File: src/rtl/mole_hit_scorer.sv
// mole_hit_scorer: synchronises switch lanes, classifies edges as hits/misses against lit moles,
// and keeps a clamped score with a combo multiplier and optional per-cycle miss penalty.
module mole_hit_scorer #(
    parameter int N_MOLES      = 18,
    parameter int SCORE_W      = 8,
    parameter int COMBO_W      = 3,
    parameter int COMBO_THRESH = 3,
    parameter int EDGE_MODE    = 0,
    parameter int MISS_PENALTY = 1
) (
    input  logic               clk,
    input  logic               rst_n,
    input  logic               enable,
    input  logic               clear_score,
    input  logic [N_MOLES-1:0] sw_in,
    input  logic [N_MOLES-1:0] mole_on,
    output logic [N_MOLES-1:0] mole_clear,
    output logic               hit_pulse,
    output logic               miss_pulse,
    output logic [SCORE_W-1:0] score,
    output logic [COMBO_W-1:0] combo
);
    localparam int PW = $clog2(2 * N_MOLES + 1);
    localparam int TW = SCORE_W + PW + 1;
    localparam logic signed [TW-1:0] SMAX = TW'((1 << SCORE_W) - 1);
    localparam logic signed [TW-1:0] PEN  = TW'(MISS_PENALTY);

    logic [N_MOLES-1:0] s1_q, s2_q, sw_q, mole_clear_q;
    logic [N_MOLES-1:0] edge_m, hit_m, miss_m;
    logic [1:0]         settle_q, settle_d;
    logic               hit_pulse_q, miss_pulse_q, valid;
    logic [SCORE_W-1:0] score_q, score_d;
    logic [COMBO_W-1:0] combo_q, combo_d;
    logic [PW-1:0]      cnt, pts;
    logic signed [TW-1:0] tmp;

    always_comb begin
        edge_m   = (EDGE_MODE != 0) ? (s2_q & ~sw_q) : (s2_q ^ sw_q);
        valid    = enable & (settle_q == 2'd3);
        hit_m    = edge_m & mole_on & {N_MOLES{valid}};
        miss_m   = edge_m & ~mole_on & {N_MOLES{valid}};
        settle_d = (settle_q == 2'd3) ? settle_q : settle_q + 2'd1;
        cnt      = '0;
        for (int i = 0; i < N_MOLES; i++) cnt = cnt + PW'(hit_m[i]);
        pts      = (int'(combo_q) >= COMBO_THRESH) ? cnt << 1 : cnt;
        // Signed headroom so a penalty at score 0 goes negative before clamping.
        tmp      = $signed({{(PW + 1){1'b0}}, score_q}) + $signed({{(SCORE_W + 1){1'b0}}, pts})
                 - ((|miss_m) ? PEN : '0);
        score_d  = clear_score ? '0 : (tmp < 0) ? '0 : (tmp > SMAX) ? '1 : tmp[SCORE_W-1:0];
        combo_d  = (clear_score || (|miss_m)) ? '0 :
                   (|hit_m) ? ((combo_q == '1) ? combo_q : combo_q + 1'b1) : combo_q;
    end

    always_ff @(posedge clk or negedge rst_n) begin
        if (!rst_n) begin
            s1_q         <= '0;
            s2_q         <= '0;
            sw_q         <= '0;
            settle_q     <= '0;
            mole_clear_q <= '0;
            hit_pulse_q  <= 1'b0;
            miss_pulse_q <= 1'b0;
            score_q      <= '0;
            combo_q      <= '0;
        end else begin
            s1_q         <= sw_in;
            s2_q         <= s1_q;
            sw_q         <= s2_q;
            settle_q     <= settle_d;
            mole_clear_q <= hit_m;
            hit_pulse_q  <= |hit_m;
            miss_pulse_q <= |miss_m;
            score_q      <= score_d;
            combo_q      <= combo_d;
        end
    end

    assign mole_clear = mole_clear_q;
    assign hit_pulse  = hit_pulse_q;
    assign miss_pulse = miss_pulse_q;
    assign score      = score_q;
    assign combo      = combo_q;
endmodule

File: config.mk
export PLATFORM = sky130hd
export DESIGN_NAME = mole_hit_scorer
export DESIGN_NICKNAME = d
export VERILOG_FILES = /design/src/rtl/mole_hit_scorer.sv
export SDC_FILE = /design/constraint.sdc
export NUM_CORES = 1
export LEC_CHECK = 0
export CORE_AREA = 2 2 88 90
export CTS_BUF_LIST = sky130_fd_sc_hd__clkbuf_4 sky130_fd_sc_hd__clkbuf_8
export CTS_CLUSTER_SIZE = 25
export DETAILED_ROUTE_END_ITERATION = 16
export DIE_AREA = 0 0 90 92
export GPL_ROUTABILITY_DRIVEN = 1
export GPL_TIMING_DRIVEN = 0
export PLACE_DENSITY = 0.78
export SLEW_MARGIN = 20
export SYNTH_ARGS = -nofsm -noshare
export SYNTH_HDL_FRONTEND = slang
export SYNTH_SLANG_ARGS = --single-unit
File: constraint.sdc
create_clock -name clk -period 10.9 [get_ports clk]
set_input_delay 2.18 -clock clk [delete_from_list [all_inputs] [get_ports clk]]
set_output_delay 2.18 -clock clk [all_outputs]
set_load 0.005 [all_outputs]
==> impl_metrics.ini <==
[status]
status = complete, no violations

[route]
firstDrtPassIters = 4
wl_um = 6900
drc = 0
drtIter0Drc = 82
ant_nets = 0
viasPerCell = 4.935
wl_per_cell_um = 13.64
via_count = 2497

[yosys]
synth_fp_nets = 398
synth_area_leaders = dfrtp_1 55%, ha_1 8.8%, fa_1 6.6%
synth_area_um2 = 3961
netlist_instances = 317
yosys_warnings = 0
synth_edf_count = 0
synth_area_per_cell_um2 = 12.50
synth_seq_area_share = 0.5496
yosys_register_bits = 87
synth_top_area_frac = 0.5496
synthArstFlopShare = 1.000
synth.distinct_cells = 38
synth_flop_cell = dfrtp_1
synth_area_leader_cell = dfrtp_1

[sta]
final_max_slew_viol_count = 0
relSlewSlack = 0.6188
fmax_mhz = 116.7
worst_slew_pin_slew_ns = 0.5708
fin_crit_ns = 8.569
hold_violations = 0
setup_violations = 0
rsz0062_at_grt = false
fin_setup_tns_ns = 0
final.setup_skew_ns = 0.01146
fin_ws_ns = 2.331
period_share = 0.7861

[clocking]
cts_root_buffer = clkbuf_8
clock_path_buffers = 2
ctsHoldBuffers = 0
cts.sinks = 87
clk_pin_slew_ns = 0.08
clk_latency_ns = 0.36
cts_tree = done
htree_levels = 3
cts_made_buffers = 9
post_cts_buffers = 0
cts_resized = 0

[floorplanning]
initial_core_util = 0.5319
fp.dieW_um = 90
die_area_um2 = 8280
rows = 32
ioPinCount = 71
die-height_um = 92
core_area_um2 = 7447

[finish]
multi_input_area_um2 = 1569
mostFrequentLayoutCell = dfrtp_1
mostFrequentLayoutCells = 87 x dfrtp_1, 69 x clkdlybuf4s50_1, 48 x inv_1, 28 x ha_1, 17 x nand3_1
final_cells = 506
drive_gt1_frac = 0.1015
regArea_um2 = 2177
nets = 480
design_area_um2 = 5010
nFillCells = 578
antenna_cells = 0
area_growth_pct = 26.47

[global_route]
grt_pass1_wl_um = 11640
grt_usage = 0.1827
antenna_found_initial = 0
overflow = 0
grt_max_degree = 62
grt_pass1_vias = 2547

[power]
peakVddDrop_v = 0.0001193
power.density_nw_per_um2 = 205.7
p_leak_nw = 2.430
power.total_mw = 1.030

[place]
gp_congestion = 0.8865
pre_cts_ws_ns = 1.993
dp_hpwl_um = 5594
post_dp_cell_area_um2 = 4815
dpl.cell_count = 490
port_buffers = 70

[critical_path]
critical_path_arrival_ns = 8.79
path_max_fanout = 10
reg2reg_from = settle_q[0]
endpoint_kind = flop
critPathKind = in2reg
critPathRequiredTime_ns = 11.12
critical_path.startpoint = enable
cp-start-kind = primary input

[job]
drv_cap = 0

[worst_hold_path]
holdCritStartpoint = s1_q[6]
holdCritPathClass = reg2reg
Yosys cell counts, drive strengths merged (2+ instances only):
library cell  instances
a211oi                2
a21o                  5
a21oi                14
and3                  2
buf                   3
clkinv                3
dfrtp                87
fa                   13
ha                   28
inv                  48
mux2i                 5
nand2                 3
nand2b                6
nand3                17
nor2                 13
nor2b                 2
nor3                  2
nor4                  3
o2111ai               2
o21a                  2
o21ai                 2
o22ai                11
or2                   8
xnor2                17
xor2                 12
metal layers:
layer,wire length (um),GRT usage,share of wire,vias to the layer above
li1,-,-,-,1200
met1,2910,0.2243,0.42,1217
met2,3524,0.3083,0.51,68
met3,344,0.05341,0.050,12
met4,121,0.06923,0.018,0
met5,0,0,0,-
per-stage QoR:
stage	hold slack, ns	utilization
3_3_place_gp	0.3315	0.6431
5_1_grt	0.3565	0.6727
3_5_place_dp	0.3347	0.6465
2_1_floorplan	0.3312	-
4_1_cts	0.3531	0.6727
6_report	0.3526	0.6727
kinds of logic (layout without fill, tap and decap cells):
logic type | Yosys count | after routing | share of synthesized area
buffers and inverters | 54 | 141 | 0.05433
AO/OA/AOI/OAI | 42 | 42 | 0.07486
multiplexers | 6 | 6 | 0.01548
XOR/XNOR | 29 | 29 | 0.06601
adder cells (fa/ha/maj) | 41 | 41 | 0.1541
AND/OR/NAND/NOR | 58 | 58 | 0.08560
flip-flops | 87 | 87 | 0.5496
flip-flops by register name (all words and copies together), names as in the netlist:
name and count:
mole_clear 18, settle_q 2, sw_q 18, hit_pulse 1, s2_q 18, combo 3
score 8, miss_pulse 1, s1_q 18
power breakdown:
group          leakage, nW  internal, mW  switching (mW)
registers             1.05         0.351          0.0143
logic                 1.27         0.214           0.234
clock network        0.103         0.106           0.111
path summary, 6_finish.rpt:
kind,slack (ns),to,cells after the start
worst min register to register,0.35,s2_q[6],0
worst max register to register,4.08,score[2],27
worst max-delay path,2.33,score[2],27
min in group asynchronous,1.73,combo[0],1
max in group asynchronous,8.57,s2_q[3],2
worst min-delay path,0.35,s2_q[6],0
worst max-delay path: stages:
cell and delay (ns):
clkdlybuf4s50_1 0.51, buf_2 0.22, nand3_1 0.11, or2_2 0.32, fa_1 0.54, inv_1 0.05, fa_1 0.47, inv_1 0.05
fa_1 0.50, fa_1 0.43, fa_1 0.49, inv_1 0.04, ha_1 0.19, fa_1 0.40, a21o_1 0.19, a21oi_1 0.22
inv_1 0.06, mux2i_1 0.14, ha_1 0.16, inv_1 0.04, ha_1 0.32, a21o_1 0.22, a21oi_1 0.17, nor2_1 0.07
a311oi_2 0.31, xnor2_2 0.25, a21oi_1 0.14
layout make-up:
type,instances,area share
Buffer,3,0.004745
Clock buffer,9,0.02473
Clock inverter,7,0.01424
Inverter,51,0.03821
Multi-Input combinational cell,176,0.3132
Sequential cell,87,0.4346
Tap cell,102,0.02547
Timing Repair Buffer,71,0.1449
(Power assumes the default switching activity.)
